## config.mk

```make
export PLATFORM = sky130hd
export DESIGN_NAME = dm_store_buffer
export DESIGN_NICKNAME = d
export VERILOG_FILES = /design/src/rtl/dm_store_buffer_pkg.sv /design/src/rtl/dm_store_buffer_sb_ring.sv /design/src/rtl/dm_store_buffer.sv
export SDC_FILE = /design/constraint.sdc
export NUM_CORES = 1
export LEC_CHECK = 0
export ABC_AREA = 1
export BUFFER_PORTS_ARGS = -buffer_cell sky130_fd_sc_hd__clkbuf_2
export CAP_MARGIN = 20
export CORE_MARGIN = 3
export CORE_UTILIZATION = 53
export CTS_CLUSTER_DIAMETER = 120
export DETAILED_ROUTE_END_ITERATION = 8
export GPL_TIMING_DRIVEN = 0
export PLACE_DENSITY = 0.74
export SKIP_CTS_REPAIR_TIMING = 1
export SYNTH_ARGS = -nofsm -noshare
export SYNTH_HDL_FRONTEND = slang
export SYNTH_HIERARCHICAL = 1
export SYNTH_SLANG_ARGS = --single-unit
```

## constraint.sdc

```tcl
create_clock -name clk -period 7.7 [get_ports clk]
set_clock_uncertainty 0.15 [all_clocks]
set_input_delay 0.385 -clock clk [delete_from_list [all_inputs] [get_ports clk]]
set_output_delay 0.385 -clock clk [all_outputs]
set_load 0.01 [all_outputs]
```

## src/rtl/dm_store_buffer_pkg.sv

```systemverilog
// ---------------------------------------------------------------------------
// dm_store_buffer_pkg
//   Shared constants and helpers for the data-memory posted-write buffer.
//   SB_DEPTH : default number of store entries (power of two, >= 2)
//   SB_AW    : default byte-address width
//   ring_op_e / ring_op() : encodes the per-cycle push/pop combination
//                           used to update the occupancy counter.
// ---------------------------------------------------------------------------
package dm_store_buffer_pkg;

    localparam int SB_DEPTH = 4;
    localparam int SB_AW    = 32;

    typedef enum logic [1:0] {
        RING_IDLE = 2'b00,
        RING_POP  = 2'b01,
        RING_PUSH = 2'b10,
        RING_BOTH = 2'b11
    } ring_op_e;

    function automatic ring_op_e ring_op(input logic push, input logic pop);
        return ring_op_e'({push, pop});
    endfunction

endpackage

```

## src/rtl/dm_store_buffer_sb_ring.sv

```systemverilog
// ---------------------------------------------------------------------------
// sb_ring
//   Ring storage for the store buffer: DEPTH entries of {word addr, byteen,
//   wdata, valid}, read/write pointers and the occupancy count.
//   Ports:
//     clk, reset              : clock, asynchronous active-high reset
//     push, push_*            : write one entry at the write pointer
//     pop                     : retire the head entry (caller guarantees !empty)
//     head_addr/byteen/wdata  : fields of the entry at the read pointer
//     valid_vec, addr_vec     : all valid bits and word addresses (hazard compare)
//     count                   : number of pending entries, 0..DEPTH
// ---------------------------------------------------------------------------
module sb_ring
    import dm_store_buffer_pkg::*;
#(
    parameter int DEPTH = SB_DEPTH,
    parameter int AW    = SB_AW,
    localparam int PW   = $clog2(DEPTH),
    localparam int CW   = PW + 1,
    localparam int WW   = AW - 2
) (
    input  logic                clk,
    input  logic                reset,
    input  logic                push,
    input  logic [WW-1:0]       push_addr,
    input  logic [3:0]          push_byteen,
    input  logic [31:0]         push_wdata,
    input  logic                pop,
    output logic [WW-1:0]       head_addr,
    output logic [3:0]          head_byteen,
    output logic [31:0]         head_wdata,
    output logic [DEPTH-1:0]    valid_vec,
    output logic [DEPTH*WW-1:0] addr_vec,
    output logic [CW-1:0]       count
);

    logic [WW-1:0]    addr_r   [DEPTH];
    logic [3:0]       byteen_r [DEPTH];
    logic [31:0]      wdata_r  [DEPTH];
    logic [DEPTH-1:0] valid_r;
    logic [PW-1:0]    wr_ptr_r;
    logic [PW-1:0]    rd_ptr_r;
    logic [CW-1:0]    count_r;

    // Entry storage, pointers, valid bits and occupancy count.
    // Pointers are PW bits wide so they wrap on their own (DEPTH is 2^PW).
    always_ff @(posedge clk or posedge reset) begin
        if (reset) begin
            wr_ptr_r <= '0;
            rd_ptr_r <= '0;
            count_r  <= '0;
            valid_r  <= '0;
            for (int i = 0; i < DEPTH; i++) begin
                addr_r[i]   <= '0;
                byteen_r[i] <= 4'b0000;
                wdata_r[i]  <= 32'h0000_0000;
            end
        end else begin
            if (push) begin
                addr_r[wr_ptr_r]   <= push_addr;
                byteen_r[wr_ptr_r] <= push_byteen;
                wdata_r[wr_ptr_r]  <= push_wdata;
                valid_r[wr_ptr_r]  <= 1'b1;
                wr_ptr_r           <= wr_ptr_r + PW'(1);
            end
            // push never targets the head slot while pop is active: a push
            // needs a free slot, a pop needs a non-empty ring.
            if (pop) begin
                valid_r[rd_ptr_r] <= 1'b0;
                rd_ptr_r          <= rd_ptr_r + PW'(1);
            end
            case (ring_op(push, pop))
                RING_PUSH: count_r <= count_r + CW'(1);
                RING_POP:  count_r <= count_r - CW'(1);
                RING_IDLE: count_r <= count_r;
                RING_BOTH: count_r <= count_r;
                default:   count_r <= count_r;
            endcase
        end
    end

    assign head_addr   = addr_r[rd_ptr_r];
    assign head_byteen = byteen_r[rd_ptr_r];
    assign head_wdata  = wdata_r[rd_ptr_r];
    assign valid_vec   = valid_r;
    assign count       = count_r;

    // Flatten the per-entry word addresses for the hazard comparator.
    always_comb begin
        addr_vec = '0;
        for (int i = 0; i < DEPTH; i++) begin
            addr_vec[i*WW +: WW] = addr_r[i];
        end
    end

endmodule

```

## src/rtl/dm_store_buffer.sv

```systemverilog
// ---------------------------------------------------------------------------
// dm_store_buffer
//   Posted-write buffer between the M-stage data-memory bridge and the
//   external data-memory port. Stores are queued in order and drained
//   through a req/ack handshake; loads to a word with a pending store stall.
//   Ports:
//     clk, reset                     : clock, asynchronous active-high reset
//     st_valid/addr/byteen/wdata     : store from bridge (byteen==0 ignored)
//     st_ready                       : buffer has a free entry
//     ld_valid, ld_addr              : M-stage load
//     ld_stall                       : load word matches a pending store
//     mem_req/addr/byteen/wdata      : head entry presented to memory
//     mem_ack                        : memory accepted the head entry
//     empty, count                   : occupancy status
// ---------------------------------------------------------------------------
module dm_store_buffer
    import dm_store_buffer_pkg::*;
#(
    parameter int DEPTH = SB_DEPTH,
    parameter int AW    = SB_AW,
    localparam int CW   = $clog2(DEPTH) + 1,
    localparam int WW   = AW - 2
) (
    input  logic          clk,
    input  logic          reset,
    input  logic          st_valid,
    input  logic [AW-1:0] st_addr,
    input  logic [3:0]    st_byteen,
    input  logic [31:0]   st_wdata,
    output logic          st_ready,
    input  logic          ld_valid,
    input  logic [AW-1:0] ld_addr,
    output logic          ld_stall,
    output logic          mem_req,
    output logic [AW-1:0] mem_addr,
    output logic [3:0]    mem_byteen,
    output logic [31:0]   mem_wdata,
    input  logic          mem_ack,
    output logic          empty,
    output logic [CW-1:0] count
);

    logic                push_s;
    logic                pop_s;
    logic [WW-1:0]       head_addr_s;
    logic [DEPTH-1:0]    valid_vec_s;
    logic [DEPTH*WW-1:0] addr_vec_s;
    logic                hit_s;
    logic                unused_addr_bits_s;

    // Ready depends on occupancy only, so a full buffer never takes a store
    // in the same cycle the head is acked.
    assign st_ready = (count != CW'(DEPTH));
    assign empty    = (count == CW'(0));
    assign mem_req  = !empty;
    assign push_s   = st_valid && (st_byteen != 4'b0000) && st_ready;
    assign pop_s    = mem_req && mem_ack;

    sb_ring #(
        .DEPTH (DEPTH),
        .AW    (AW)
    ) u_ring (
        .clk         (clk),
        .reset       (reset),
        .push        (push_s),
        .push_addr   (st_addr[AW-1:2]),
        .push_byteen (st_byteen),
        .push_wdata  (st_wdata),
        .pop         (pop_s),
        .head_addr   (head_addr_s),
        .head_byteen (mem_byteen),
        .head_wdata  (mem_wdata),
        .valid_vec   (valid_vec_s),
        .addr_vec    (addr_vec_s),
        .count       (count)
    );

    assign mem_addr = {head_addr_s, 2'b00};

    // Word-granular match of the load against every pending entry; the
    // entry being acked this cycle is still valid and therefore still hits.
    always_comb begin
        hit_s = 1'b0;
        for (int i = 0; i < DEPTH; i++) begin
            if (valid_vec_s[i] && (addr_vec_s[i*WW +: WW] == ld_addr[AW-1:2])) begin
                hit_s = 1'b1;
            end else begin
                hit_s = hit_s;
            end
        end
    end

    assign ld_stall = ld_valid && hit_s;

    // Byte offsets are irrelevant at word granularity.
    assign unused_addr_bits_s = ^{st_addr[1:0], ld_addr[1:0]};

endmodule

```

=== After elaboration in Yosys (flattened, before gate mapping) ===
Cells that the tools add are included.

* Flip-flop bits (word level): 275
* Input bits: 105
* Output and inout bits: 75

* $add $sub $neg: 4
* $lt $le $gt $ge: 7
* Eq/ne operators: 8
* Muxes and demuxes: 29
* Bitwise operators: 5
* Reduce and logical (&&, ||, !) cells: 16

{| class="wikitable"
|+ Operators by type and width
! kind !! number
|-
| bitwise mux 128 bit || 1
|-
| bitwise mux 120 bit || 1
|-
| equality test 30 bit || 4
|-
| 2-to-1 mux 32 bit || 3
|-
| 2-to-1 mux 30 bit || 3
|-
| binary-select mux 32 bit (select 2 bit) || 1
|-
| demux 32 bit (select 2 bit) || 1
|-
| binary-select mux 30 bit (select 2 bit) || 1
|-
| demux 30 bit (select 2 bit) || 1
|-
| 2-to-1 mux 4 bit || 5
|-
| bitwise mux 16 bit || 1
|-
| logical AND 1 bit || 11
|-
| binary-select mux 4 bit (select 2 bit) || 1
|-
| demux 4 bit (select 2 bit) || 1
|-
| >= comparator 3 bit, second input constant || 2
|-
| less-than comparator 2 x 3 -> 1 bit, second input constant || 2
|-
| 2-to-1 mux 1 bit || 6
|-
| NOT 2 -> 3 bit || 2
|-
| one-hot mux 3 bit (2 select lines) || 1
|-
| adder 2 x 1 -> 2 bit, second input constant || 2
|-
| bitwise AND 4 bit || 1
|-
| demux 1 bit (select 2 bit) || 2
|-
| equality test 2 bit, second input constant || 2
|-
| >= comparator 2 x 1 -> 1 bit, second input constant || 2
|-
| 12 further kinds || 12
|}

=== Depth between registers and ports, before layout ===
* Depth after elaboration: 8
* Mapped depth: 14
* Depth with buffers taken out: 13

=== Hierarchy ===
Netlist, hierarchy kept.

{| class="wikitable"
|+ Modules (own cells, without submodules)
! module !! times used !! cells each !! area an instance (sq um) !! seq. area each (sq um)
|-
| sb_ring || 1 || 1489 || 12705.9 || 6881.6
|-
| dm_store_buffer || 1 || 544 || 2311.0 || 0.0
|}

=== Worst setup path after synthesis ===
Ideal clock, no wire load.

* Kind: register to register
* Start point: register u_ring.count_r[1], in the netlist u_ring/count[1]
* End point: register u_ring.count_r[2], in the netlist u_ring/count[2]
* Setup time: 0.117 ns
* Arrival: 1.879 ns
* Required time: 7.433 ns
* Path slack: 5.554 ns
* Cell stages (with the launch flop): 14
* Buffers on the path: 1
* Period minus slack after synthesis: 2.146 ns
* Cells stage by stage: dfrtp_1 > nor3b_1 > inv_1 > nand2_1 > nor2_1 > buf_4 > inv_1 > ha_1 > inv_1 > fa_1 > nand2_1 > nand3_1 > nand2_1 > nand2_1

{| class="wikitable"
|+ RTL lines
! item !! RTL line !! RTL
|-
| start, declared || dm_store_buffer_sb_ring.sv:43 || <nowiki>logic [CW-1:0] count_r;</nowiki>
|-
| start signal, assigned || dm_store_buffer_sb_ring.sv:73 || <nowiki>RING_PUSH: count_r <= count_r + CW'(1);</nowiki>
|-
| start signal, assigned || dm_store_buffer_sb_ring.sv:74 || <nowiki>RING_POP: count_r <= count_r - CW'(1);</nowiki>
|-
| start signal, assigned || dm_store_buffer_sb_ring.sv:75 || <nowiki>RING_IDLE: count_r <= count_r;</nowiki>
|-
| inequality test 3 bit * || dm_store_buffer.sv:53 || <nowiki>assign st_ready = (count != CW'(DEPTH));</nowiki>
|-
| named net st_ready || dm_store_buffer.sv:30 || <nowiki>output logic st_ready,</nowiki>
|-
| logical AND 1 bit * || dm_store_buffer.sv:56 || <nowiki>assign push_s = st_valid && (st_byteen != 4'b0000) && st_ready;</nowiki>
|-
| named net push_s || dm_store_buffer.sv:43 || <nowiki>logic push_s;</nowiki>
|-
| equality test 2 x 1 -> 1 bit, or another cell as far along || dm_store_buffer_sb_ring.sv:72 || <nowiki>case (ring_op(push, pop))</nowiki>
|-
| one-hot mux 3 bit (2 select lines) or OR reduction 2 bit (tied branches) || n/a ||
|}

The timed path passes the listed nets; every way through them passes the cells marked *.
A chain may end at the register's enable or synchronous reset.

=== Worst setup path in the final report ===
* Start point: register u_ring.rd_ptr_r[0]
* End point: output port mem_addr[29]

* Longest elaborated chain between the ends: 4

{| class="wikitable"
|+ Ends and longest elaborated chain
! item !! RTL line !! RTL
|-
| start, declared || dm_store_buffer_sb_ring.sv:42 || <nowiki>logic [PW-1:0] rd_ptr_r;</nowiki>
|-
| start signal, assigned || dm_store_buffer_sb_ring.sv:70 || <nowiki>rd_ptr_r <= rd_ptr_r + PW'(1);</nowiki>
|-
| NOT 2 -> 3 bit (implied by the code) || dm_store_buffer_sb_ring.sv:82 || <nowiki>assign head_addr = addr_r[rd_ptr_r];</nowiki>
|-
| binary-select mux 30 bit (select 2 bit) || dm_store_buffer_sb_ring.sv:82 ||
|-
| 2-to-1 mux 30 bit (implied by the code) (2 in a row) || dm_store_buffer_sb_ring.sv:82 ||
|-
| end, declared || dm_store_buffer.sv:35 || <nowiki>output logic [AW-1:0] mem_addr,</nowiki>
|}

Every way passes these cells. The select of a mux whose other input is x is not followed.

==> impl_metrics.ini <==
[cts]
cts.sinks = 275
cts_max_path_buffers = 3
htreeDepth = 1
cts_buffers = 30
cts_tree = yes
clkLatencyLatePin_ns = 0.59
cts-root-buf = clkbuf_16
clk_pin_slew_worst_paths_ns = 0.06

[pwr]
internal_power_mw = 4.34
comb_power_share_pct = 46.7
power_frac_clock_pct = 19.5
power.leakage_nw = 9.75
p_seq_share_pct = 33.8
vdd_drop_max_mv = 0.320
p_total_mw = 7.93
swShare_pct = 45.2
power_density_nw_per_um2 = 441
power_switching_mw = 3.59

[timing]
hold_viol = 52
slew_headroom_pct = 41.8
setup_viol = 0
tightest_slew_ns = 0.872
max_freq_mhz = 353
rsz0062_at_grt = no
slew_violations = 0
fin_crit_sh_pct = 36.8
tns_ns = 0
hold_slack_ns = -0.0338
post-route-min-period_ns = 2.83

[final_layout]
final_cell_mix = 736 x nand2_1, 354 x inv_1, 275 x dfrtp_1
syn_to_final_growth_pct = 19.6
fin_nets = 2397
final_common_cell = nand2_1
num_antenna_cells = 0
stdcell_count = 2678
drive_gt1_share_pct = 14.0

[grt]
track_usage_pct = 33.3
grt_pass1_wl_um = 79100
grt_pass1_vias = 14000
grt.overflow.total = 0
grt_max_degree = 44
antenna_found_initial = 1

[drt]
finalWirelength_um = 51500
vias_per_cell = 5.44
drcViolationCount = 0
first_iter_violations = 1432
ant_nets = 0
vias = 14600
drt-wirelength-per-cell_um = 19.2
firstDrtPassIters = 5

[critical_path]
required_ns = 7.16
start_kind = flip-flop
crit_type = flip-flop to output port
crit_fanout = 10
critPathArrivalTime_ns = 2.30
end_kind = output port

[flow_run]
drv_cap = 0

[die]
num_rows = 60
core_um2 = 27400
die-area_um2 = 30400
start_util_pct = 54.8
die_x_um = 174
io_pins = 180
die_y_um = 174

[synth]
syn_area_um2 = 15000
ys_seq_area_share_pct = 45.8
ys_seq_elements = 275
yosys.cell_types.count = 27
syn_avg_cell_area_um2 = 7.39
synthCells = 2033
ys_warn_count = 6

[place]
dp_hpwl_um = 36600
placed_cells = 2578
gp_congestion = 0.981
io_buffer_count = 166

[worst_hold_path]
hp-class = primary input to flip-flop

[outcome]
failed_checks = negative hold slack
status = finished, violations left
==> worst max-delay path, stage by stage (launching register included) <==
cell and delay (ns):
dfrtp_1 0.44, inv_1 0.12, clkbuf_1 0.56, nand2_1 0.14, o211ai_1 0.13, nand2_1 0.16, clkbuf_2 0.16
==> cell families (layout without fill, tap and decap cells) <==
logic type                 Yosys count  in the layout  synth area share, %
adders and majority gates           10             10                0.883
AOI/OAI and AO/OA                  412            412                 16.0
DFF                                275            275                 45.8
and+or+nand+nor                    812            812                 20.8
other                                1              2               0.0250
buffers and inverters              483            755                 14.1
xor gates and xnor gates            40             40                 2.33
==> Yosys cell counts <==
cell type / count / area [um^2]
nand3_1: 5 / 25.0
inv_2: 15 / 56.3
or2_0: 1 / 6.26
conb_1: 1 / 3.75
a21boi_2: 1 / 11.3
nor3_1: 1 / 5.00
nand2_1: 736 / 2760
o21ai_1: 33 / 165
dfrtp_1: 275 / 6880
buf_2: 36 / 180
o211ai_1: 132 / 991
fa_1: 1 / 20.0
o21ai_0: 246 / 1230
clkinv_1: 3 / 11.3
nand2_4: 4 / 45.0
xor2_1: 6 / 52.6
nor4_1: 1 / 6.26
ha_1: 9 / 113
buf_4: 5 / 37.5
nor3b_1: 1 / 7.51
nand4_1: 13 / 81.3
inv_1: 355 / 1330
clkbuf_2: 5 / 25.0
buf_6: 32 / 360
clkbuf_1: 32 / 120
nor2_1: 50 / 188
xnor2_1: 34 / 298
==> path summary, 6_finish.rpt <==
| check | startpoint | endpoint | slack [ns] | cells after the start |
|---|---|---|---|---|
| worst max-delay path | u_ring/rd_ptr_r[0] | mem_addr[29] | 4.87 | 6 |
| worst min-delay path | st_byteen[1] | u_ring/byteen_r[1] | -0.03 | 3 |
| worst max register to register | u_ring/count[1] | u_ring/addr_vec[45] | 5.39 | 8 |
| worst min register to register | u_ring/wdata_r[55] | u_ring/wdata_r[55] | 0.33 | 2 |
| max in group asynchronous | reset | u_ring/addr_vec[72] | 5.85 | 6 |
| min in group asynchronous | reset | u_ring/wdata_r[119] | 0.29 | 3 |
==> flip-flops by register name, indices dropped and copies added, names as in the netlist <==
| signal | count |
|---|---|
| u_ring/valid_vec | 4 |
| u_ring/count | 3 |
| u_ring/wr_ptr_r | 2 |
| u_ring/byteen_r | 16 |
| u_ring/rd_ptr_r | 2 |
| u_ring/wdata_r | 128 |
| u_ring/addr_vec | 120 |
==> stage by stage <==
step	hold WS (ns)	util (%)	worst slack [ns]	area, um^2
after detailed placement	0.323	60.0	5.42	16400
after CTS	-0.252	63.9	4.93	17500
final	-0.0338	65.5	4.87	18000
after floorplan	0.303	-	3.53	15000
after global routing	0.0000260	65.5	4.79	18000
after global placement	0.315	59.6	1.94	16300
==> metal layers <==
| metal | global-route usage [%] | wire length (um) | up-vias |
|---|---|---|---|
| met5 | 0 | 13 | - |
| met4 | 15.0 | 2650 | 2 |
| met3 | 5.55 | 4600 | 158 |
| met2 | 54.5 | 24200 | 780 |
| met1 | 43.7 | 20100 | 6853 |
| li1 | - | - | 6774 |
==> final cells by class <==
type / instances / area [um^2]
tap: 372 / 465
clock inverter: 13 / 195
timing repair buffer: 216 / 1390
inverter: 373 / 1400
clock buffer: 43 / 880
buffer: 110 / 723
multi-input combinational: 1276 / 6020
sequential: 275 / 6880
fill: 2423 / 9450
==> power by group through the flow <==
stage	Sequential (mW)	Combinational (mW)	Clock, mW
floorplan	2.50	2.34	0
global placement	2.65	3.52	0
detailed placement	2.68	3.61	0
CTS	2.66	3.64	1.56
global route	2.76	4.10	1.62
finish	2.68	3.70	1.55
No activity file was read; power rests on OpenSTA's default activity.
